$ cat config.mk
export PLATFORM = sky130hd
export DESIGN_NAME = sdram_init_refresh_seq
export DESIGN_NICKNAME = d
export VERILOG_FILES = /design/src/rtl/sdram_init_refresh_seq.sv
export SDC_FILE = /design/constraint.sdc
export NUM_CORES = 1
export LEC_CHECK = 0
export BUFFER_PORTS_ARGS = -buffer_cell sky130_fd_sc_hd__buf_2
export CORE_MARGIN = 5
export CORE_UTILIZATION = 55
export DETAILED_ROUTE_END_ITERATION = 10
export GPL_ROUTABILITY_DRIVEN = 0
export GPL_TIMING_DRIVEN = 0
export PLACE_DENSITY = 0.76
export SYNTH_ARGS = -nofsm -noshare
export SYNTH_HDL_FRONTEND = slang
export SYNTH_SLANG_ARGS = --single-unit
$ cat constraint.sdc
create_clock -name clk_sys -period 2.7 [get_ports clk_sys]
set_input_delay 0.135 -clock clk_sys [delete_from_list [all_inputs] [get_ports clk_sys]]
set_output_delay 0.135 -clock clk_sys [all_outputs]
set_load 0.02 [all_outputs]
$ cat src/rtl/sdram_init_refresh_seq.sv
// rtl/sdram_init_refresh_seq.sv - SDRAM power-up init and auto-refresh sequencer
// Owns the PHY command bus during init and refresh; hands it to the scheduler via ref_req/ref_ack.
module sdram_init_refresh_seq #(
  parameter int W_BANKSEL      = 2,
  parameter int W_ADDR         = 13,
  parameter int W_DATA         = 16,
  parameter int T_POWERUP      = 20000,
  parameter int T_RP           = 3,
  parameter int T_RFC          = 9,
  parameter int T_MRD          = 2,
  parameter int INIT_REFRESHES = 8,
  parameter int T_REFI         = 780,
  parameter int MAX_OWED       = 8,
  parameter int CAS_LATENCY    = 2,
  parameter int BURST_LEN      = 8
) (
  input  logic                  clk_sys,
  input  logic                  rst_n_por,
  input  logic                  ref_ack,
  output logic                  bus_own,
  output logic                  ref_req,
  output logic                  init_done,
  output logic                  ref_overrun,
  output logic                  phy_clk_enable,
  output logic                  phy_clke_next,
  output logic                  phy_cs_n_next,
  output logic                  phy_ras_n_next,
  output logic                  phy_cas_n_next,
  output logic                  phy_we_n_next,
  output logic [W_BANKSEL-1:0]  phy_ba_next,
  output logic [W_ADDR-1:0]     phy_a_next,
  output logic [W_DATA/8-1:0]   phy_dqm_next
);

  localparam int W_CNT  = $clog2(T_POWERUP + T_RP + T_RFC + T_MRD + 1);
  localparam int W_REFI = $clog2(T_REFI + 1);
  localparam int W_OWED = $clog2(MAX_OWED + 1);
  localparam int W_NREF = $clog2(INIT_REFRESHES + 1);

  localparam logic [W_ADDR-1:0] MODE_WORD = W_ADDR'((CAS_LATENCY << 4) | $clog2(BURST_LEN));
  localparam logic [W_ADDR-1:0] A10_ALL   = W_ADDR'(1024);
  localparam logic [W_OWED-1:0] OWED_MAX  = W_OWED'(MAX_OWED);

  localparam logic [3:0] CMD_INH = 4'b1111;
  localparam logic [3:0] CMD_NOP = 4'b0111;
  localparam logic [3:0] CMD_PRE = 4'b0010;
  localparam logic [3:0] CMD_REF = 4'b0001;
  localparam logic [3:0] CMD_LMR = 4'b0000;

  typedef enum logic [2:0] {
    PWRUP, INIT_PRE, INIT_REF, INIT_MRS, IDLE, REF_PRE, REF_REF
  } state_t;

  state_t            state;
  logic [W_CNT-1:0]  wait_cnt;
  logic [W_REFI-1:0] refi_cnt;
  logic [W_OWED-1:0] owed;
  logic [W_NREF-1:0] init_refs;
  logic [3:0]        cmd;

  logic              debit, credit, grant, idle_next;
  logic [W_OWED-1:0] owed_next;

  assign {phy_cs_n_next, phy_ras_n_next, phy_cas_n_next, phy_we_n_next} = cmd;

  // ref_req is registered from the post-edge state/debt so it can rise on the debit or release edge
  always_comb begin
    debit     = init_done && (refi_cnt == '0);
    credit    = (state == REF_PRE) && (wait_cnt == '0) && (owed != '0);
    grant     = (state == IDLE) && ref_req && ref_ack;
    idle_next = ((state == IDLE) && !grant)
             || ((state == REF_REF) && (wait_cnt == '0))
             || ((state == INIT_MRS) && (wait_cnt == '0));
    owed_next = owed;
    if (debit && !credit && (owed != OWED_MAX)) owed_next = owed + 1'b1;
    else if (credit && !debit)                  owed_next = owed - 1'b1;
  end

  always_ff @(posedge clk_sys or negedge rst_n_por) begin
    if (!rst_n_por) begin
      state          <= PWRUP;
      wait_cnt       <= W_CNT'(T_POWERUP);
      refi_cnt       <= W_REFI'(T_REFI - 1);
      owed           <= '0;
      init_refs      <= '0;
      cmd            <= CMD_INH;
      phy_a_next     <= '0;
      phy_ba_next    <= '0;
      phy_dqm_next   <= '1;
      phy_clke_next  <= 1'b0;
      phy_clk_enable <= 1'b0;
      bus_own        <= 1'b1;
      ref_req        <= 1'b0;
      init_done      <= 1'b0;
      ref_overrun    <= 1'b0;
    end else begin
      phy_clke_next  <= 1'b1;
      phy_clk_enable <= 1'b1;
      owed           <= owed_next;
      ref_req        <= idle_next && (owed_next != '0);
      if (debit && (owed == OWED_MAX)) ref_overrun <= 1'b1;
      if (!init_done)          refi_cnt <= W_REFI'(T_REFI - 1);
      else if (refi_cnt == '0) refi_cnt <= W_REFI'(T_REFI - 1);
      else                     refi_cnt <= refi_cnt - 1'b1;

      cmd         <= CMD_NOP;
      phy_a_next  <= '0;
      phy_ba_next <= '0;
      if (wait_cnt != '0) wait_cnt <= wait_cnt - 1'b1;

      case (state)
        PWRUP: if (wait_cnt == '0) begin
          cmd        <= CMD_PRE;
          phy_a_next <= A10_ALL;
          wait_cnt   <= W_CNT'(T_RP - 1);
          state      <= INIT_PRE;
        end
        INIT_PRE: if (wait_cnt == '0) begin
          cmd       <= CMD_REF;
          wait_cnt  <= W_CNT'(T_RFC - 1);
          init_refs <= W_NREF'(1);
          state     <= INIT_REF;
        end
        INIT_REF: if (wait_cnt == '0) begin
          if (init_refs == W_NREF'(INIT_REFRESHES)) begin
            cmd        <= CMD_LMR;
            phy_a_next <= MODE_WORD;
            wait_cnt   <= W_CNT'(T_MRD - 1);
            state      <= INIT_MRS;
          end else begin
            cmd       <= CMD_REF;
            wait_cnt  <= W_CNT'(T_RFC - 1);
            init_refs <= init_refs + 1'b1;
          end
        end
        INIT_MRS: if (wait_cnt == '0) begin
          init_done    <= 1'b1;
          bus_own      <= 1'b0;
          phy_dqm_next <= '0;
          state        <= IDLE;
        end
        IDLE: if (grant) begin
          bus_own      <= 1'b1;
          phy_dqm_next <= '1;
          cmd          <= CMD_PRE;
          phy_a_next   <= A10_ALL;
          wait_cnt     <= W_CNT'(T_RP - 1);
          state        <= REF_PRE;
        end
        REF_PRE: if (wait_cnt == '0) begin
          cmd      <= CMD_REF;
          wait_cnt <= W_CNT'(T_RFC - 1);
          state    <= REF_REF;
        end
        REF_REF: if (wait_cnt == '0) begin
          bus_own      <= 1'b0;
          phy_dqm_next <= '0;
          state        <= IDLE;
        end
        default: state <= PWRUP;
      endcase
    end
  end

endmodule

==> results by group, run 1 <==
Setup path
  – CP bufs+invs: 2
  – Critical path's top delay family: simple AND/OR/NAND/NOR gates
  – Crit end category: flop
  – Slowest cell on crit path: dfrtp_1
  – Worst path most repeated cell: o31a_1
  – Setup CP Type: flop to flop
  – Worst Path Max Fanout: 6
  – Crit-path max cell delay: 400 ps
  – CP Cell Sequence: inv_1 > ha_1 > nor4b_4 > nand4_2 > or2_0 > buf_2 > and4_4 > o31a_1 > o31a_1
  – Critical path data required time: 2890 ps
  – CP startpoint kind: flop
  – CP Data Arrival Time: 2790 ps

Global routing
  – Grt ovf: 0
  – First-pass GRT wire length: 8.77 mm
  – Initial antenna violation count: 0
  – Aggregate global-route resource usage: 17.5%
  – Largest net degree at the start of global routing: 48
  – Vias in the first global route: 1995

Clock network
  – Clk sink count: 47
  – CTS tree: yes
  – Number of H-tree levels: 2
  – Post-CTS sizing: 0
  – Deepest clock path buffer count: 2
  – Root Driver: clkbuf_8
  – CTS clk-pin slew, worst paths: 90 ps
  – Hold_buf cts: 0
  – Num CTS Buffers: 5
  – Post-CTS Setup Inserts: 0
  – Clk_lat worst skew: 300 ps

Power and ir drop
  – Power density over cell area: 429 mW/mm^2
  – Pint: 1020 uW
  – Clock power share: 41.7%
  – Comb pwr share: 3.6%
  – Seq pwr share: 54.6%
  – Sw Pwr: 274 uW
  – Pleak: 0.00138 uW
  – VDD IR max: 295 uV
  – Sw Share: 21.2%

Cells and area
  – Antenna fix cells: 0
  – FILL cells: 423
  – Nets@finish: 332
  – Final Util: 63.8%
  – Area grow syn2layout: 12.6%
  – Layout cells sized above 1: 23.3%

STA
  – Final period util: 96.4%
  – Slew margin rel.: 31.2%
  – Clock Skew: 7.34 ps
  – Max Freq: 384 MHz
  – Unrepaired setup endpoints after global routing: true
  – Slew Limit Fails: 0
  – Final hold viol count: 8
  – Worst hold slack: -4.49 ps
  – Final setup viols: 0
  – Fin crit period: 2600 ps
  – Final setup margin: 96.8 ps
  – Least-Margin Pin Slew: 1020 ps

Floorplan
  – FP Rows: 25
  – Chip height: 79.8 um
  – Initial Utilization: 56.7%
  – DIE WIDTH: 79.8 um
  – CORE AREA: 0.00472 sq mm
  – Ports: 30
  – DIE AREA: 0.00637 sq mm

Yosys
  – Synthesized area per cell: 9.40 sq um
  – Primary FF master, synth: dfrtp_1
  – Number of flops mapped to enable cells by yosys: 0
  – Synth Area in Adders: 3.74%
  – FFs w/ async S/R, synth: 100%
  – Post-synthesis mux area share: 0.374%
  – Seq/Total Area, Yosys: 44.6%
  – Synthesized instance count: 285
  – Post-Synthesis Cell Area: 0.00268 sq mm
  – Synth Area in Compound Gates: 11.8%
  – Main combinational cell family by area after synthesis: simple AND/OR/NAND/NOR gates
  – Flops & latches, synth: 47
  – Yosys warnings: 0
  – XOR/XNOR share of the synthesized area: 6.21%
  – Distinct cells, synth: 54
  – Simple-gate area share of the yosys netlist: 25.1%

Place
  – Detailed placement HPWL: 3.66 mm
  – PortBufs: 18
  – Post-Place Setup Slack: 119 ps

Routing
  – Via count: 2044
  – Routed vias/inst: 5.25
  – Wire per inst: 12.9 um
  – DRC viols: 0
  – Wirelength, routed: 5.01 mm
  – Routed Antenna Nets: 0
  – Initial DRT Pass Iterations: 4
  – Number of DRC markers in iteration 0: 166

Hold path
  – Worst min path class: input port to asynchronous set/reset pin

Run status
  – Status: complete, but fails checks
  – Failing checks: hold timing

Job
  – Max_cap viols: 0
[registers in the layout (all words and copies together), names as in the netlist]
signal,count
init_done,1
owed,4
ref_overrun,1
state,3
cmd,4
phy_clke_next,1
wait_cnt,15
refi_cnt,10
phy_a_next,2
init_refs,4
ref_req,1
phy_dqm_next,1
[area by class of cell]
cell class | count | area [sq um] | share of cell area [%]
plain buffers | 25 | 166 | 5.52
clock buffers | 6 | 82.6 | 2.74
clock inverters | 2 | 35.0 | 1.16
inverters | 12 | 45.0 | 1.49
multi-input cells | 212 | 1320 | 43.7
flip-flops and latches | 47 | 1190 | 39.6
well taps | 67 | 83.8 | 2.78
repair buffers | 18 | 90.1 | 2.99
[layer usage]
metal / vias up / GRT usage [%] / part of all wire (%)
met2: 35 / 29.5 / 49
li1: 1029 / - / -
met5: - / 0 / 0
met4: 0 / 6.25 / 1.7
met3: 8 / 4.74 / 3.8
met1: 972 / 21.5 / 45
[through the flow]
step	cells	TNS, ps	cell area, sq um	hold slack [ps]	power [uW]
after floorplan	296	0	2720	-161	750
after global placement	381	0	2890	366	767
after detailed placement	381	0	2890	377	768
after CTS	389	0	3010	39.5	1300
after global routing	389	-128	3020	82.8	1350
final	389	0	3020	-4.49	1290
[cells by family (layout without fill, tap and decap cells)]
kind of cell	after synthesis	after routing
AOI/OAI and AO/OA	50	50
xor gates and xnor gates	19	19
adders and majority gates	8	8
buffers and inverters	37	63
DFF	47	47
muxes	1	1
other	2	13
and+or+nand+nor	121	121
[cell usage in the layout (no fill, tap or decap), types with 8 or more instances in the layout]
cell     netlist  routed
nor2_1        35      34
dfrtp_1       32      32
nand2_1       30      30
buf_2          3      21
buf_4         16      16
dfstp_2       15      15
nor3_1        14      14
o21ai_0       15      14
conb_1         2      13
inv_1         12      12
a21oi_1       12      12
xor2_1        11      11
xnor2_1        8       8
ha_1           8       8
[synthesized netlist by cell type, drive strengths merged (5+ instances only)]
cell | count | area (sq um)
a21oi | 12 | 60.1
ha | 8 | 100
nand3 | 5 | 25.0
dfstp | 15 | 394
nand2 | 30 | 113
dfrtp | 32 | 801
o21ai | 15 | 75.1
xnor2 | 8 | 70.1
nand3b | 6 | 45.0
inv | 12 | 45.0
nor3 | 14 | 70.1
nor2 | 35 | 131
buf | 21 | 150
xor2 | 11 | 96.3
[power by group through the flow]
stage / registers [uW] / clock network (uW) / logic [uW]
2_1_floorplan: 722 / 0 / 27.9
3_3_place_gp: 720 / 0 / 47.5
3_5_place_dp: 720 / 0 / 48.1
4_1_cts: 707 / 549 / 47.9
5_1_grt: 707 / 586 / 53.0
6_report: 707 / 540 / 47.1
[worst paths after layout]
check,startpoint,end,slack (ps),cells after the start
worst max-delay path,wait_cnt[0],ref_req,100,9
worst min-delay path,rst_n_por,wait_cnt[7],-4,1
worst max register to register,wait_cnt[0],ref_req,100,9
worst min register to register,ref_overrun,ref_overrun,460,1
max in group asynchronous,rst_n_por,ref_req,2090,1
min in group clk_sys,ref_ack,phy_a_next[10],170,3
Power figures use the tool's default switching activity.
==> inputs of run 2 (changes only) <==
Settings changed: ABC_AREA set to 1, CORE_MARGIN 5 to unset.
==> run 2 against run 1 <==
Net effect: first-iteration DRC count is 26% lower; worst setup slack better by 700 ps; power down 0.39%; sequential share of layout area is 1.1 points higher; sequential power about the same; clock skew increased by 7.3 ps; highest routed layer unchanged; sequential cell count unchanged; the run ends with DRC, hold timing left; clock-buffer cell count is the same; synthesized area down 2.3%; register-to-register slack better by 700 ps; die area down 21%; synthesized cell count is 9.8% higher.
==> results by group, run 2 <==
Global routing
  – Initial antenna violation count: 0
  – Grt ovf: 0
  – First-pass GRT wire length: 8.09 mm
  – Vias in the first global route: 1950
  – Aggregate global-route resource usage: 20.2%
  – Largest net degree at the start of global routing: 48

Cells and area
  – Antenna fix cells: 0
  – Largest register FFs: 15
  – Nets@finish: 360
  – Final Util: 65.5%
  – Final Cell Area: 0.00293 sq mm
  – Largest Register: wait_cnt
  – Layout cells sized above 1: 23.7%
  – Commonest non-fill, non-tap cell in the layout: nand2_1
  – Area grow syn2layout: 12.0%
  – Regs by FF count: wait_cnt: 15 flops, refi_cnt: 10 flops
  – Most frequent cells in the layout: nand2_1, nor2_1, inv_1, dfrtp_1, buf_2

STA
  – Max Freq: 526 MHz
  – Slew margin rel.: 32.9%
  – Clock Skew: 14.7 ps
  – Final setup viols: 0
  – Least-Margin Pin Slew: 1010 ps
  – Final TNS setup: 0 ps
  – Final hold viol count: 7
  – Unrepaired setup endpoints after global routing: false
  – Final period util: 70.5%
  – Fin crit period: 1900 ps
  – Slew Limit Fails: 0
  – Worst hold slack: -17.4 ps

Yosys
  – Seq/Total Area, Yosys: 45.7%
  – Post-Synthesis Cell Area: 0.00262 sq mm
  – Synthesized instance count: 313
  – Most instantiated cells after synthesis: nand2_1, nor2_1, inv_1, dfrtp_1, nand3_1
  – Number of flops mapped to enable cells by yosys: 0
  – Cell taking the most area after synthesis: dfrtp_1
  – Distinct cells, synth: 38
  – Yosys warnings: 0
  – Share of the synthesized area in the top cell type: 30.6%
  – FFs w/ async S/R, synth: 100%
  – Largest cells by area after synthesis: dfrtp_1, dfstp_2, nand2_1, nor2_1, inv_1
  – Synthesized area per cell: 8.36 sq um
  – Flops & latches, synth: 47
  – Primary FF master, synth: dfrtp_1
  – Count leader, synth: nand2_1

Power and ir drop
  – Power Total: 1290 uW
  – Sw Pwr: 269 uW
  – Pint: 1020 uW
  – Clock power share: 41.6%
  – Seq pwr share: 54.8%
  – Pleak: 0.00146 uW
  – Comb pwr share: 3.6%
  – VDD IR max: 271 uV
  – Power density over cell area: 440 mW/mm^2
  – Sw Share: 20.9%

Routing
  – DRC viols: 5
  – Via count: 1976
  – Routed vias/inst: 4.92
  – Number of DRC markers in iteration 0: 123
  – Routed Antenna Nets: 0
  – Initial DRT Pass Iterations: 7
  – Wirelength, routed: 4.44 mm
  – Wire per inst: 11.0 um

Floorplan
  – DIE WIDTH: 71.0 um
  – FP Rows: 24
  – Ports: 30
  – DIE AREA: 0.00504 sq mm
  – CORE AREA: 0.00447 sq mm
  – Chip height: 71.0 um
  – Initial Utilization: 58.5%

Clock network
  – CTS tree: yes
  – Deepest clock path buffer count: 2
  – Root Driver: clkbuf_8
  – Clk sink count: 47
  – Post-CTS sizing: 0
  – Hold_buf cts: 0
  – Post-CTS Setup Inserts: 0
  – Clk_lat worst skew: 310 ps
  – Num CTS Buffers: 5
  – Number of H-tree levels: 2
  – CTS clk-pin slew, worst paths: 90 ps

Hold path
  – Worst min path class: input port to asynchronous set/reset pin

Setup path
  – Critical path's top delay family: simple AND/OR/NAND/NOR gates
  – WP depth: 11
  – CP bufs+invs: 2
  – Worst Path Max Fanout: 10
  – Critical path data required time: 2900 ps
  – R2R depth: 11
  – Crit-path max cell delay: 390 ps
  – Crit end category: flop
  – CP Data Arrival Time: 2100 ps
  – FF-to-FF Start: wait_cnt[0]
  – CP startpoint kind: flop
  – Setup crit start: wait_cnt[0]
  – Setup CP Type: flop to flop
  – CP Cell Sequence: inv_1 > ha_1 > nand2_1 > nor2_1 > nand2_4 > buf_2 > ha_1 > o21ai_0 > o31ai_1 > nor2_1 > o21ai_1
  – Slowest cell on crit path: dfrtp_1

Run status
  – Failing checks: DRC, hold timing
  – Status: complete, but fails checks

Job
  – Max_cap viols: 0

Place
  – Detailed placement HPWL: 3.24 mm
  – Placement Cell Area: 0.00281 sq mm
  – PortBufs: 18
-- run 2: power groups by stage --
| stage | clock [uW] | combinational, uW | sequential [uW] |
|---|---|---|---|
| 3_3_place_gp | 0 | 47.1 | 720 |
| 3_5_place_dp | 0 | 47.5 | 720 |
| 5_1_grt | 576 | 52.0 | 707 |
| 4_1_cts | 548 | 47.3 | 707 |
| 2_1_floorplan | 0 | 27.9 | 722 |
| 6_report | 536 | 46.6 | 707 |
-- run 2: final timing paths --
kind	to	slack (ps)
max	wait_cnt[0]	800
min	init_refs[2]	-20
max reg2reg	wait_cnt[0]	800
min reg2reg	refi_cnt[0]	460
max in group asynchronous	owed[1]	2080
min in group clk_sys	phy_a_next[10]	170
-- run 2: layout make-up --
class                      count  area (sq um)
tap                           52          65.1
clock inverter                 2          35.0
timing repair buffer          18          90.1
clock buffer                   6          82.6
inverter                      39           151
buffer                        18           129
sequential                    47          1190
fill                         387          1540
multi-input combinational    220          1180
-- run 2: cells by family (layout without fill, tap and decap cells) --
group | Yosys count | in the layout | share of synthesized area, %
flip-flops | 47 | 47 | 45.7
XOR/XNOR | 12 | 12 | 4.02
buffers and inverters | 57 | 83 | 10.7
AO/OA/AOI/OAI | 38 | 38 | 8.46
AND/OR/NAND/NOR | 149 | 149 | 27.1
adder cells (fa/ha/maj) | 8 | 8 | 3.82
other | 2 | 13 | 0.287
-- run 2: routing by layer --
layer,track usage (%),vias up,wire [um]
met1,24.5,907,2020
met5,0,-,0
li1,-,1031,-
met4,8.44,0,72
met2,35.6,31,2220
met3,3.56,7,121
-- run 2: through the flow --
stage,instances,setup slack [ps]
6_report,402,797
5_1_grt,402,621
4_1_cts,402,779
3_5_place_dp,394,813
3_3_place_gp,394,824
2_1_floorplan,324,976
==> inputs of run 3 (changes only) <==
Clock period 2.7 ns to 1.9 ns, I/O delays scaled along.
==> run 3 against run 2 <==
Net effect: the run ends with DRC left; clock skew about the same; cell count increased by 0.50%; die area unchanged; non-clock buffer count increased by 2; clock-buffer cell count unchanged; critical path type unchanged; largest cell class is now multi-input gates; highest routed layer unchanged.
==> results by group, run 3 (synthesis gave the netlist of run 2 again) <==
Run status
  – Status: complete, but fails checks
  – Failing checks: DRC

Power and ir drop
  – Pleak: 0.00147 uW
  – Comb pwr share: 3.7%
  – Sw Share: 21.3%
  – Sw Pwr: 392 uW
  – VDD IR max: 386 uV
  – Seq pwr share: 54.5%
  – Power density over cell area: 619 mW/mm^2
  – Pint: 1450 uW
  – Clock power share: 41.8%

Routing
  – Number of DRC markers in iteration 0: 115
  – Routed vias/inst: 4.98
  – Routed Antenna Nets: 0
  – Wire per inst: 11.4 um
  – Wirelength, routed: 4.61 mm
  – DRC viols: 4
  – Initial DRT Pass Iterations: 9
  – Via count: 2010

Global routing
  – Aggregate global-route resource usage: 20.2%
  – Grt ovf: 0
  – Initial antenna violation count: 0
  – Vias in the first global route: 1950
  – Met2 Use GR: 35.6%
  – Gr busiest metal: met2
  – Grt met1 use: 24.4%
  – Global Route met3 Usage: 3.56%
  – First-pass GRT wire length: 8.07 mm
  – Largest net degree at the start of global routing: 48

Place
  – Placement Cell Area: 0.00281 sq mm
  – Detailed placement HPWL: 3.24 mm
  – PortBufs: 18
  – Post-Place Setup Slack: 12.9 ps

Job
  – Max_cap viols: 0

Hold path
  – Worst min path class: input port to flop
  – Hold path start: ref_ack
  – Hold path depth: 3
  – Hold path endpoint: phy_a_next[10]

Cells and area
  – Largest register FFs: 15
  – Area grow syn2layout: 13.8%
  – FILL cells: 373
  – Most frequent cells in the layout: nand2_1, nor2_1, inv_1, dfrtp_1
  – Nets@finish: 362
  – Final Util: 66.6%
  – Final Cell Area: 0.00298 sq mm
  – Antenna fix cells: 0
  – Layout cells sized above 1: 25.9%
  – Regs by FF count: wait_cnt: 15 flops, refi_cnt: 10 flops
  – Largest Register: wait_cnt
  – Commonest non-fill, non-tap cell in the layout: nand2_1

STA
  – Final period util: 94.2%
  – Max Freq: 559 MHz
  – Clock Skew: 14.2 ps
  – Least-Margin Pin Slew: 1020 ps
  – Final hold viol count: 0
  – Unrepaired setup endpoints after global routing: true
  – Fin crit period: 1790 ps
  – Slew margin rel.: 32.0%
  – Final setup margin: 110 ps
  – Slew Limit Fails: 0
  – Final setup viols: 0

Setup path
  – FF-to-FF End: ref_req
  – FF-to-FF setup slack: 110 ps
  – FF-to-FF Start: wait_cnt[4]
  – Critical path data required time: 2090 ps
  – Worst Path Max Fanout: 6
  – CP startpoint kind: flop
  – R2R depth: 11
  – CP Data Arrival Time: 1980 ps
  – Setup CP Type: flop to flop
  – Crit end category: flop

Floorplan
  – Initial Utilization: 58.5%
  – FP Rows: 24
  – Chip height: 71.0 um
  – DIE AREA: 0.00504 sq mm
  – Ports: 30
  – CORE AREA: 0.00447 sq mm
  – DIE WIDTH: 71.0 um

Clock network
  – CTS clk-pin slew, worst paths: 100 ps
  – Clk sink count: 47
  – Clk_lat worst skew: 310 ps
  – Deepest clock path buffer count: 2
  – Root Driver: clkbuf_8
  – Number of H-tree levels: 2
  – Num CTS Buffers: 5
  – CTS tree: yes
[run 3: cell types whose count changed in the layout (fill, tap and decap cells not counted), moves of 2 or more]
cell     change
nor2_1       -2
buf_4        +2
nand2_1      -2
inv_2        +2
inv_1        -2
nand2_2      +2
[run 3: worst max path at each step]
| stage | startpoint | endpoint | slack (ps) | cells past startpoint |
|---|---|---|---|---|
| floorplan | wait_cnt[0] | wait_cnt[0] | 180 | 11 |
| global placement | wait_cnt[0] | wait_cnt[0] | 20 | 11 |
| detailed placement | wait_cnt[0] | wait_cnt[0] | 10 | 11 |
| CTS | wait_cnt[0] | wait_cnt[10] | 2 | 10 |
| global route | owed[0] | ref_req | -30 | 11 |
| finish | wait_cnt[4] | ref_req | 110 | 11 |
[run 3: power by group through the flow]
stage | clock network (uW) | registers, uW | logic [uW]
after floorplan | 0 | 1030 | 39.6
after global placement | 0 | 1020 | 67.0
after detailed placement | 0 | 1020 | 67.5
after CTS | 779 | 1000 | 68.7
after global routing | 818 | 1010 | 75.4
final | 771 | 1000 | 67.9
[run 3: cell type report]
type	count	area, sq um	share of cell area [%]
Buffer	18	131	4.41
Clock buffer	6	82.6	2.77
Clock inverter	2	35.0	1.18
Inverter	39	151	5.08
Multi-Input combinational cell	220	1210	40.7
Sequential cell	47	1190	40.1
Tap cell	52	65.1	2.18
Timing Repair Buffer	20	108	3.61
[run 3: routing by layer]
layer / vias to the layer above / routed length, um
li1: 1036 / -
met1: 934 / 2120
met2: 33 / 2290
met3: 7 / 127
met4: 0 / 72
met5: - / 0
[run 3: timing repair]
item,CTS,global route
setup buffers,0,1
resized for setup,1,10
pin swaps,0,5
endpoints found under the hold margin,11,0
hold buffers,1,0
setup endpoints to repair,3,11
[run 3: per-stage QoR]
stage               power [uW]  instances  hold slack [ps]  setup TNS [ps]
finish                    1840        404              124               0
global route              1900        404              132           -31.8
CTS                       1850        403              126               0
detailed placement        1090        394              334               0
global placement          1090        394              325               0
floorplan                 1070        324             -201               0
[run 3: worst max-delay path: stages (launching register included)]
cell and delay (ps):
dfrtp_1 470, nor2_4 180, nand2_2 80, nor2_4 130
nand2_4 110, nor2_4 170, buf_4 120, nand3_1 70
nand3_1 100, nand2_2 70, nor2_2 110, a21oi_2 50
